--- config.mk ---
export PLATFORM = sky130hd
export DESIGN_NAME = rmw_pixel_engine
export DESIGN_NICKNAME = d
export VERILOG_FILES = /design/src/rtl/rmw_pixel_engine.sv
export SDC_FILE = /design/constraint.sdc
export NUM_CORES = 1
export LEC_CHECK = 0
export BUFFER_PORTS_ARGS = -buffer_cell sky130_fd_sc_hd__buf_2
export CAP_MARGIN = 10
export CELL_PAD_IN_SITES_DETAIL_PLACEMENT = 1
export CELL_PAD_IN_SITES_GLOBAL_PLACEMENT = 1
export CORE_UTILIZATION = 50
export CTS_BUF_LIST = sky130_fd_sc_hd__clkbuf_16
export DETAILED_ROUTE_END_ITERATION = 12
export PLACE_DENSITY = 0.87
export SLEW_MARGIN = 10
export SYNTH_ARGS = -nofsm -noshare
export SYNTH_HDL_FRONTEND = slang
export SYNTH_SLANG_ARGS = --single-unit
--- constraint.sdc ---
create_clock -name clk -period 7.9 [get_ports clk]
set_input_delay 1.185 -clock clk [delete_from_list [all_inputs] [get_ports clk]]
set_output_delay 1.185 -clock clk [all_outputs]
set_load 0.01 [all_outputs]
--- src/rtl/rmw_pixel_engine.sv ---
// Read-modify-write pixel engine for a planar frame buffer.
//
// A request names a base word address (plane 0), a pixel slot within each word, a colour
// (one PIX_W slice per plane) and a raster op. The engine reads one word per plane through
// the shared arbiter, then for each plane rewrites the selected slot with
// f(old slot, colour slice) and writes the word back.
//
// Ports:
//   clk, rst_     clock (rising edge) and synchronous active-low reset
//   addr_base     word address of plane 0
//   addr_offset   pixel slot within each word
//   color         pixel colour; plane 0 occupies the most significant slice
//   mode          raster op: 0 replace, 1 XOR, 2 OR, 3 AND
//   addr_rts/rtr  request handshake (ready only when idle)
//   in_data       read return data, qualified by bcast_xfc
//   out_addr      memory address, out_data write data
//   arb_rts/rtr   arbiter handshake
//   wr_op         byte enables: all ones for a write, all zeros for a read
//   busy          high whenever not idle
//   done          one-cycle completion pulse
module rmw_pixel_engine #(
  parameter int unsigned ADDR_W         = 17,
  parameter int unsigned DATA_W         = 32,
  parameter int unsigned PIX_W          = 4,
  parameter int unsigned PLANES         = 3,
  parameter bit          SKIP_UNCHANGED = 1'b0,
  localparam int unsigned OFFS_W        = $clog2(DATA_W / PIX_W)
) (
  input  logic                    clk,
  input  logic                    rst_,
  input  logic [ADDR_W-1:0]       addr_base,
  input  logic [OFFS_W-1:0]       addr_offset,
  input  logic [PLANES*PIX_W-1:0] color,
  input  logic [1:0]              mode,
  input  logic                    addr_rts,
  output logic                    addr_rtr,
  input  logic [DATA_W-1:0]       in_data,
  input  logic                    bcast_xfc,
  output logic [ADDR_W-1:0]       out_addr,
  output logic [DATA_W-1:0]       out_data,
  output logic                    arb_rts,
  input  logic                    arb_rtr,
  output logic [DATA_W/8-1:0]     wr_op,
  output logic                    busy,
  output logic                    done
);

  localparam int unsigned PL_W = (PLANES > 1) ? $clog2(PLANES) : 1;
  localparam logic [PL_W-1:0] LastPl = PL_W'(PLANES - 1);

  typedef enum logic [2:0] {
    StIdle,
    StRdReq,
    StRdWait,
    StModify,
    StWrReq,
    StDone
  } state_e;

  state_e                  state_q, state_d;
  logic [PL_W-1:0]         pl_q, pl_d;
  logic [ADDR_W-1:0]       base_q, base_d;
  logic [OFFS_W-1:0]       offs_q, offs_d;
  logic [PLANES*PIX_W-1:0] color_q, color_d;
  logic [1:0]              mode_q, mode_d;
  logic [ADDR_W-1:0]       out_addr_q, out_addr_d;
  logic [DATA_W-1:0]       out_data_q, out_data_d;
  logic [DATA_W-1:0]       rbuf_q [PLANES];
  logic                    rbuf_we;

  logic              addr_xfc, arb_xfc, pl_last;
  logic [31:0]       sh_off, sh_col;
  logic [PIX_W-1:0]  old_slot, col_slice, new_slot;
  logic [DATA_W-1:0] cur_word, slot_mask, mod_word;

  assign addr_rtr = (state_q == StIdle);
  assign arb_rts  = (state_q == StRdReq) || (state_q == StWrReq);
  assign wr_op    = (state_q == StWrReq) ? '1 : '0;
  assign busy     = (state_q != StIdle);
  assign done     = (state_q == StDone);
  assign out_addr = out_addr_q;
  assign out_data = out_data_q;

  assign addr_xfc = addr_rts & addr_rtr;
  assign arb_xfc  = arb_rts & arb_rtr;
  assign pl_last  = (pl_q == LastPl);

  // Slot merge for the current plane. Plane 0 takes the most significant colour slice.
  always_comb begin
    cur_word  = rbuf_q[pl_q];
    sh_off    = 32'(offs_q) * PIX_W;
    sh_col    = (PLANES - 1 - 32'(pl_q)) * PIX_W;
    old_slot  = PIX_W'(cur_word >> sh_off);
    col_slice = PIX_W'(color_q >> sh_col);
    unique case (mode_q)
      2'd0: new_slot = col_slice;
      2'd1: new_slot = old_slot ^ col_slice;
      2'd2: new_slot = old_slot | col_slice;
      2'd3: new_slot = old_slot & col_slice;
    endcase
    slot_mask = DATA_W'({PIX_W{1'b1}}) << sh_off;
    mod_word  = (cur_word & ~slot_mask) | (DATA_W'(new_slot) << sh_off);
  end

  always_comb begin
    state_d    = state_q;
    pl_d       = pl_q;
    base_d     = base_q;
    offs_d     = offs_q;
    color_d    = color_q;
    mode_d     = mode_q;
    out_addr_d = out_addr_q;
    out_data_d = out_data_q;
    rbuf_we    = 1'b0;

    unique case (state_q)
      StIdle: begin
        if (addr_xfc) begin
          base_d     = addr_base;
          offs_d     = addr_offset;
          color_d    = color;
          mode_d     = mode;
          pl_d       = '0;
          out_addr_d = addr_base;
          state_d    = StRdReq;
        end
      end
      StRdReq: begin
        if (arb_xfc) state_d = StRdWait;
      end
      StRdWait: begin
        // Returns are only meaningful here; strobes in any other state are dropped.
        if (bcast_xfc) begin
          rbuf_we = 1'b1;
          if (pl_last) begin
            pl_d    = '0;
            state_d = StModify;
          end else begin
            pl_d       = pl_q + 1'b1;
            out_addr_d = base_q + ADDR_W'(pl_d);
            state_d    = StRdReq;
          end
        end
      end
      StModify: begin
        out_addr_d = base_q + ADDR_W'(pl_q);
        out_data_d = mod_word;
        if (SKIP_UNCHANGED && (mod_word == cur_word)) begin
          if (pl_last) begin
            state_d = StDone;
          end else begin
            pl_d = pl_q + 1'b1;
          end
        end else begin
          state_d = StWrReq;
        end
      end
      StWrReq: begin
        if (arb_xfc) begin
          if (pl_last) begin
            state_d = StDone;
          end else begin
            pl_d    = pl_q + 1'b1;
            state_d = StModify;
          end
        end
      end
      StDone: begin
        state_d = StIdle;
      end
      default: begin
        state_d = StIdle;
      end
    endcase
  end

  always_ff @(posedge clk) begin
    if (!rst_) begin
      state_q    <= StIdle;
      pl_q       <= '0;
      base_q     <= '0;
      offs_q     <= '0;
      color_q    <= '0;
      mode_q     <= '0;
      out_addr_q <= '0;
      out_data_q <= '0;
      for (int unsigned i = 0; i < PLANES; i++) begin
        rbuf_q[i] <= '0;
      end
    end else begin
      state_q    <= state_d;
      pl_q       <= pl_d;
      base_q     <= base_d;
      offs_q     <= offs_d;
      color_q    <= color_d;
      mode_q     <= mode_d;
      out_addr_q <= out_addr_d;
      out_data_q <= out_data_d;
      if (rbuf_we) rbuf_q[pl_q] <= in_data;
    end
  end

endmodule

==> results of run 1 <==
-- area by class of cell --
cell class	instances	area, µm²
clock inverter	17	113
fill	2128	8160
inverter	22	82.6
sequential	218	5650
timing repair buffer	140	733
multi-input combinational	589	4140
clock buffer	23	576
tap	265	332
-- registers in the layout (all words and copies together) (netlist names), named ones only --
name,flops
pl_q,2
out_data,32
rbuf_q,128
color_q,12
base_q,17
mode_q,2
out_addr,17
state_q,3
offs_q,3
-- worst paths after layout --
path / start / endpoint / slack (ns)
setup / recovery: register / out_data[10]$_SDFFE_PN0P_ / 3.96
hold / removal: out_addr[4]$_SDFFE_PN0P_ / out_addr[4]$_SDFFE_PN0P_ / 0.45
hold reg to reg: out_addr[4]$_SDFFE_PN0P_ / out_addr[4]$_SDFFE_PN0P_ / 0.45
setup reg to reg: register / out_data[10]$_SDFFE_PN0P_ / 3.96
-- cell families after synthesis --
kind of cell	share of synthesized area [%]
buffers and inverters	4.51
adder cells (fa/ha/maj)	2.15
flip-flops	55.2
XOR/XNOR	1.37
multiplexers	8.95
AO/OA/AOI/OAI	11.9
AND/OR/NAND/NOR	16.0
-- power groups by stage --
stage | clock network (mW) | registers [mW] | logic [mW]
finish | 1.01 | 1.32 | 0.394
global route | 1.06 | 1.32 | 0.426
CTS | 1.02 | 1.31 | 0.394
detailed placement | 0 | 1.34 | 0.387
global placement | 0 | 1.33 | 0.373
floorplan | 0 | 1.31 | 0.264
-- Yosys cell counts, drive strengths merged (2+ instances only) --
master / count
buf: 25
nor4: 2
a211o: 3
nand3b: 4
xnor2: 6
a21oi: 63
inv: 22
clkbuf: 53
o211ai: 21
nor3: 9
mux2i: 12
a21o: 2
nand2: 130
nand2b: 2
or3: 3
and2: 5
o221ai: 4
edfxtp: 128
or4: 4
o21ai: 36
nand4: 5
nor2: 24
xor2: 10
o22ai: 18
nor2b: 10
a21boi: 2
o21a: 16
and3: 99
mux4: 32
nand3: 16
o211a: 16
dfxtp: 90
ha: 16
a211oi: 3
-- per-layer routing --
layer	global-route usage, %	routed length, µm	vias up
li1	-	-	3526
met2	46.0	14100	274
met3	3.33	1440	64
met5	0	0	-
met1	35.0	12100	3879
met4	10.1	997	0
-- metrics by stage --
stage | utilization (%) | std cells | cell area [µm²] | hold slack, ns
after floorplan | - | 907 | 10200 | 0.436
after global placement | 55.3 | 1234 | 10900 | 0.441
after detailed placement | 55.3 | 1234 | 10900 | 0.446
final | 58.8 | 1274 | 11600 | 0.451
after global routing | 58.8 | 1274 | 11600 | 0.469
after CTS | 58.8 | 1274 | 11600 | 0.454
-- critical path, stage by stage (launching register included) --
cell and delay, ns:
dfxtp_2 1.04, mux4_2 0.67, o22ai_1 0.35, or4_4 0.23, inv_2 0.04, ha_1 0.27, nand2_1 0.07, o221ai_1 0.11
o21ai_1 0.67, o211ai_1 0.19, o211a_1 0.18
==> impl_metrics.py, run 1 <==
metrics = {
    "placed_design": {
        "hpwl_mm": 18.7,
        "place_congestion": 0.822,
        "port_buffers": 127,
        "post-place-ws_ns": 3.93,
    },
    "routing": {
        "dr.pass1.iters": 7,
        "drcViolationCount": 0,
        "vias_per_cell": 6.08,
        "ant_nets": 0,
        "wl_per_cell_um": 22.4,
        "drt_iter0_drc": 509,
        "drt-total-wl_mm": 28.6,
        "vias": 7743,
    },
    "clock_tree": {
        "cts_sinks": 218,
        "cts.hold.buffers_added": 0,
        "cts_tree": "built",
        "insertion_delay_ns": 0.52,
        "htree_levels": 1,
        "cts_setup_buffers": 0,
        "clock_path_buffers": 3,
        "ctsResizeCount": 0,
        "cts-buffers-inserted": 23,
        "cts-root-buf": "clkbuf_16",
        "path_clk_slew_ns": 0.06,
    },
    "floorplan": {
        "fp-row-count": 51,
        "start_util_pct": 51.7,
        "dieArea_um2": 21000,
        "ios": 128,
        "fp.dieH_um": 145,
        "die_w_um": 145,
        "core_um2": 19800,
    },
    "hold_path": {
        "hp-class": "reg2reg",
        "hold_depth": 2,
    },
    "power_and_ir_drop": {
        "power_frac_comb_pct": 14.5,
        "p_seq_share_pct": 48.4,
        "clkPwrFrac_pct": 37.1,
        "total_power_mw": 2.72,
        "p_switching_mw": 0.746,
        "power.internal_mw": 1.97,
        "max-vdd-ir-drop_mv": 0.180,
        "swShare_pct": 27.5,
        "leakagePower_nw": 5.03,
        "p_per_area_nw_per_um2": 234,
    },
    "synth": {
        "async_flop_share_pct": 0,
        "ys_ff_latch": 218,
        "ys_types": 59,
        "ys_warn_count": 0,
        "synth-edff-count": 128,
        "synth_ff_type": "edfxtp_1",
        "synth_nets": 995,
        "synth_area_um2": 10200,
        "synthTopCellsByArea": "edfxtp_1, dfxtp_1, and3_1",
        "avgSynthCellArea_um2": 11.3,
        "postSynthCellCount": 907,
        "synth_top_cell_by_area": "edfxtp_1",
        "synth_top_area_share_pct": 37.6,
        "ys_seq_area_share_pct": 55.2,
    },
    "timing": {
        "slew-limit-headroom_pct": 27.7,
        "rsz0062_at_grt": "no",
        "tightest_slew_ns": 1.08,
        "worst_slack_ns": 3.96,
        "tns_ns": 0,
        "hold_viol": 0,
        "finalCritPeriodShare_pct": 49.9,
        "fin_skew_ns": 0.0124,
        "setup_viol": 0,
        "min_period_ns": 3.94,
        "timing.fmax_ghz": 0.254,
        "slew_viol_final": 0,
    },
    "grt": {
        "track_usage_pct": 26.9,
        "antenna_found_initial": 0,
        "grt_max_degree": 65,
        "grt.overflow.total": 0,
        "grt_pass1_wl_mm": 44.2,
        "grt_pass1_vias": 7957,
    },
    "critical_path": {
        "cp-start-kind": "register",
        "cp.arrival_ns": 4.35,
        "crit_type": "reg2reg",
        "reg2regPathDepth": 10,
        "worst_setup_path_end_kind": "register",
        "required_ns": 8.30,
        "crit_fanout": 32,
    },
    "layout": {
        "antenna_cells": 0,
        "syn_to_final_growth_pct": 13.6,
        "final_cell_mix": "nand2_1, edfxtp_1, buf_2, and3_1, dfxtp_1",
        "num-nets-final": 1082,
        "drive_gt1_share_pct": 20.1,
    },
    "status": {
        "outcome": "completed",
    },
    "job": {
        "drv_cap": 0,
    },
}
Power figures use the tool's default switching activity.
==> run 2: changes to the inputs <==
--- a/config.mk
+++ b/config.mk
@@ -9,10 +9,10 @@
 export CAP_MARGIN = 10
 export CELL_PAD_IN_SITES_DETAIL_PLACEMENT = 1
 export CELL_PAD_IN_SITES_GLOBAL_PLACEMENT = 1
-export CORE_UTILIZATION = 50
+export CORE_UTILIZATION = 42
 export CTS_BUF_LIST = sky130_fd_sc_hd__clkbuf_16
 export DETAILED_ROUTE_END_ITERATION = 12
-export PLACE_DENSITY = 0.87
+export PLACE_DENSITY = 0.78
 export SLEW_MARGIN = 10
 export SYNTH_ARGS = -nofsm -noshare
 export SYNTH_HDL_FRONTEND = slang
==> constraint.sdc (replaced) <==
create_clock -name clk -period 3.24 [get_ports clk]
set_input_delay 0.486 -clock clk [delete_from_list [all_inputs] [get_ports clk]]
set_output_delay 0.486 -clock clk [all_outputs]
set_load 0.01 [all_outputs]
==> impl_metrics.py, run 2 (synthesized netlist as in run 1, its figures left out) <==
metrics = {
    "layout": {
        "fill_cells": 2613,
        "syn_to_final_growth_pct": 16.1,
        "final_cell_mix": "nand2_1, edfxtp_1, buf_2, and3_1, dfxtp_1",
        "top_register": "rbuf_q",
        "utilization_pct": 50.2,
        "num-nets-final": 1099,
        "mostFrequentLayoutCell": "nand2_1",
        "antenna_cells": 0,
        "drive_gt1_share_pct": 21.7,
        "largest_register_ffs": 128,
    },
    "routing": {
        "drcViolationCount": 0,
        "vias_per_cell": 5.66,
        "drt-total-wl_mm": 29.0,
        "drt_iter0_drc": 572,
        "vias": 7637,
        "dr.pass1.iters": 4,
        "ant_nets": 0,
        "wl_per_cell_um": 21.5,
    },
    "critical_path": {
        "cp.buffers_inverters": 2,
        "path_cells": "nand3b_1, o22ai_1, or4_4, inv_2, ha_1, nand2_1, o221ai_1, o21ai_1, buf_4, o211ai_1, o211a_1",
        "slowest_stage": "or4_4",
        "cpPeakStageDelay_ns": 0.58,
        "crit_type": "reg2reg",
        "crit_fanout": 12,
        "crit_family": "simple AND/OR/NAND/NOR gates",
        "cp.arrival_ns": 3.38,
        "required_ns": 3.67,
        "worst_setup_path_end_kind": "register",
        "cp-start-kind": "register",
    },
    "grt": {
        "track_usage_pct": 23.4,
        "grt_pass1_vias": 7873,
        "grt_pass1_wl_mm": 44.1,
        "grt_max_degree": 65,
        "grt.overflow.total": 0,
        "antenna_found_initial": 0,
    },
    "floorplan": {
        "start_util_pct": 43.2,
        "dieArea_um2": 25000,
        "fp-row-count": 56,
        "core_um2": 23700,
        "die_w_um": 158,
        "ios": 128,
        "fp.dieH_um": 158,
    },
    "clock_tree": {
        "path_clk_slew_ns": 0.06,
        "clock_path_buffers": 3,
        "cts-buffers-inserted": 25,
        "cts_tree": "built",
        "cts_sinks": 218,
        "cts.hold.buffers_added": 0,
        "ctsResizeCount": 0,
        "htree_levels": 1,
        "cts-root-buf": "clkbuf_16",
        "insertion_delay_ns": 0.54,
        "cts_setup_buffers": 0,
    },
    "timing": {
        "hold_viol": 0,
        "slew_viol_final": 0,
        "holdWs_ns": 0.157,
        "tightest_slew_ns": 1.03,
        "finalCritPeriodShare_pct": 91.1,
        "timing.fmax_ghz": 0.339,
        "rsz0062_at_grt": "no",
        "setup_viol": 0,
        "slew-limit-headroom_pct": 31.5,
        "min_period_ns": 2.95,
        "tns_ns": 0,
        "fin_skew_ns": 0.00960,
    },
    "hold_path": {
        "hp-class": "in2reg",
    },
    "power_and_ir_drop": {
        "max-vdd-ir-drop_mv": 0.553,
        "p_per_area_nw_per_um2": 570,
        "leakagePower_nw": 5.11,
    },
    "status": {
        "outcome": "completed",
    },
    "job": {
        "drv_cap": 0,
    },
    "placed_design": {
        "port_buffers": 127,
        "hpwl_mm": 19.5,
        "place_congestion": 0.837,
    },
}
==> run 2: final cells by class <==
class | instances | area [µm²] | area share, %
sequential | 218 | 5650 | 47.5
multi-input combinational | 589 | 4140 | 34.8
timing repair buffer | 155 | 871 | 7.33
clock buffer | 25 | 626 | 5.27
tap | 319 | 399 | 3.36
clock inverter | 21 | 119 | 1.00
inverter | 22 | 82.6 | 0.695
==> run 2: report_power, final <==
part,internal (mW),switching [mW]
logic,0.394,0.633
clock network,1.42,1.17
registers,3.07,0.0979
==> run 2: final timing paths <==
path / startpoint / endpoint / slack [ns] / cells after the start
max: offs_q[1]$_SDFFE_PN0P_ / out_data[22]$_SDFFE_PN0P_ / 0.29 / 11
max reg2reg: offs_q[1]$_SDFFE_PN0P_ / out_data[22]$_SDFFE_PN0P_ / 0.29 / 11
min: in_data[27] / rbuf_q[3][27]$_DFFE_PP_ / 0.16 / 1
min reg2reg: out_addr[5]$_SDFFE_PN0P_ / out_addr[5]$_SDFFE_PN0P_ / 0.45 / 2
==> run 2: per-layer routing <==
metal / global-route usage [%] / vias to the layer above / part of all wire [%] / wire length (µm)
met5: 0 / - / 0 / 0
met4: 6.36 / 0 / 2.2 / 652
met3: 3.78 / 51 / 4.1 / 1200
met2: 40.3 / 193 / 49 / 14300
met1: 30.4 / 3830 / 44 / 12900
li1: - / 3563 / - / -
==> run 2: per-stage QoR <==
step           cell area [µm²]  instances  power, mW  worst slack (ns)
3_5_place_dp             11100       1303       4.24             0.266
3_3_place_gp             11100       1303       4.20             0.361
5_1_grt                  11900       1349       7.01             0.116
6_report                 11900       1349       6.77             0.287
4_1_cts                  11900       1349       6.80             0.221
2_1_floorplan            10200        907       3.84             0.500
==> run 2: worst register-to-register path, stage by stage (launching register included) <==
cell,delay (ns)
dfxtp_1,0.51
nand3b_1,0.47
o22ai_1,0.22
or4_4,0.58
inv_2,0.06
ha_1,0.21
nand2_1,0.07
o221ai_1,0.11
o21ai_1,0.13
buf_4,0.19
o211ai_1,0.11
o211a_1,0.19
==> run 3: changes to the inputs <==
--- a/config.mk
+++ b/config.mk
@@ -12,7 +12,7 @@
 export CORE_UTILIZATION = 42
 export CTS_BUF_LIST = sky130_fd_sc_hd__clkbuf_16
 export DETAILED_ROUTE_END_ITERATION = 12
-export PLACE_DENSITY = 0.78
+export PLACE_DENSITY_LB_ADDON = 0.1
 export SLEW_MARGIN = 10
 export SYNTH_ARGS = -nofsm -noshare
 export SYNTH_HDL_FRONTEND = slang
==> impl_metrics.py, run 3 (synthesized netlist as in run 1, its figures left out) <==
metrics = {
    "status": {
        "outcome": "completed",
    },
    "layout": {
        "num-nets-final": 1111,
        "largest_register_ffs": 128,
        "fill_cells": 2563,
        "antenna_cells": 0,
        "multi_input_area_um2": 4140,
        "drive_gt1_share_pct": 21.9,
        "top_register": "rbuf_q",
        "mostFrequentLayoutCell": "nand2_1",
        "final_cell_mix": "nand2_1, edfxtp_1, buf_2, and3_1, dfxtp_1",
        "regArea_um2": 5650,
        "syn_to_final_growth_pct": 17.4,
    },
    "timing": {
        "holdWs_ns": 0.160,
        "min_period_ns": 2.90,
        "finalCritPeriodShare_pct": 89.6,
        "fin_skew_ns": 0.00843,
        "timing.fmax_ghz": 0.345,
        "slew_viol_final": 0,
        "setup_viol": 0,
        "hold_viol": 0,
        "tightest_slew_ns": 0.656,
        "tns_ns": 0,
        "rsz0062_at_grt": "no",
        "slew-limit-headroom_pct": 56.2,
    },
    "power_and_ir_drop": {
        "power_frac_comb_pct": 15.3,
        "p_switching_mw": 1.87,
        "leakagePower_nw": 5.21,
        "clkPwrFrac_pct": 39.0,
        "p_per_area_nw_per_um2": 575,
        "total_power_mw": 6.90,
        "power.internal_mw": 5.03,
        "max-vdd-ir-drop_mv": 0.460,
        "p_seq_share_pct": 45.7,
        "swShare_pct": 27.1,
    },
    "floorplan": {
        "fp.dieH_um": 158,
        "core_um2": 23700,
        "start_util_pct": 43.2,
        "die_w_um": 158,
        "fp-row-count": 56,
        "ios": 128,
        "dieArea_um2": 25000,
    },
    "clock_tree": {
        "cts-buffers-inserted": 25,
        "path_clk_slew_ns": 0.06,
        "cts_sinks": 218,
        "cts-root-buf": "clkbuf_16",
        "clock_path_buffers": 3,
        "cts_tree": "built",
        "insertion_delay_ns": 0.53,
        "htree_levels": 1,
        "cts_setup_buffers": 0,
    },
    "routing": {
        "dr.pass1.iters": 4,
        "drt_iter0_drc": 427,
        "vias_per_cell": 5.54,
        "wl_per_cell_um": 21.0,
        "drcViolationCount": 0,
        "vias": 7535,
        "ant_nets": 0,
        "drt-total-wl_mm": 28.6,
    },
    "placed_design": {
        "hpwl_mm": 19.3,
        "port_buffers": 127,
        "place_congestion": 0.787,
    },
    "critical_path": {
        "crit_type": "reg2reg",
        "path_cells": "buf_4, mux4_1, o22ai_1, or4_4, inv_2, ha_1, nand2_1, o221ai_1, o21ai_1, buf_4, o211ai_1, o211a_1",
        "cp.arrival_ns": 3.32,
        "worst_setup_path_end_kind": "register",
        "crit_top_cell": "buf_4",
        "cpPeakStageDelay_ns": 0.65,
        "cp-start-kind": "register",
        "crit_fanout": 10,
        "slowest_stage": "mux4_1",
        "required_ns": 3.66,
        "rrSetupSlack_ns": 0.34,
    },
    "grt": {
        "grt.overflow.total": 0,
        "antenna_found_initial": 0,
        "track_usage_pct": 23.2,
        "grt_pass1_wl_mm": 44.0,
        "grt_pass1_vias": 7689,
        "grt_max_degree": 65,
    },
    "job": {
        "drv_cap": 0,
    },
    "hold_path": {
        "hp-class": "in2reg",
    },
}
[run 3: stage by stage]
stage          utilization, %  setup WS [ns]  cell area (µm²)  std cells
2_1_floorplan               -          0.500            10200        907
3_3_place_gp             47.4          0.276            11200       1315
4_1_cts                  50.7          0.216            12000       1360
5_1_grt                  50.7          0.199            12000       1360
3_5_place_dp             47.4          0.214            11200       1315
6_report                 50.7          0.338            12000       1360
[run 3: path summary, 6_finish.rpt]
kind | cells after the start | endpoint | start
worst min register to register | 2 | out_addr[5]$_SDFFE_PN0P_ | out_addr[5]$_SDFFE_PN0P_
worst max-delay path | 12 | out_data[25]$_SDFFE_PN0P_ | register
worst min-delay path | 1 | rbuf_q[3][20]$_DFFE_PP_ | in_data[20]
worst max register to register | 12 | out_data[25]$_SDFFE_PN0P_ | register
[run 3: worst max-delay path: cells and delay by family, from the launching register on]
family,cells,cell delay [ns]
AOI/OAI and AO/OA,5,0.80
DFF,1,0.36
adders and majority gates,1,0.27
muxes,1,0.65
buffers and inverters,3,0.45
and+or+nand+nor,2,0.26
[run 3: metal layers]
metal	track usage, %	vias to the layer above	part of all wire (%)
li1	-	3588	-
met1	32.6	3742	47
met2	37.8	169	46
met3	3.15	36	4.6
met4	5.86	0	1.7
met5	0	-	0
[run 3: layout make-up]
type	instances	share of cell area, %
Timing Repair Buffer	167	8.10
Sequential cell	218	47.0
Tap cell	319	3.32
Inverter	22	0.687
Clock buffer	25	5.21
Multi-Input combinational cell	589	34.5
Clock inverter	20	1.22
[run 3: power by group through the flow]
stage / Combinational (mW) / Sequential (mW) / Clock (mW)
2_1_floorplan: 0.644 / 3.20 / 0
3_3_place_gp: 1.05 / 3.21 / 0
3_5_place_dp: 1.06 / 3.22 / 0
4_1_cts: 1.07 / 3.16 / 2.75
5_1_grt: 1.16 / 3.17 / 2.84
6_report: 1.05 / 3.16 / 2.69
[run 3: repair_timing]
action,in CTS,in global routing
endpoints found under the setup margin,0,1
hold buffers,0,0
resized for setup,0,1
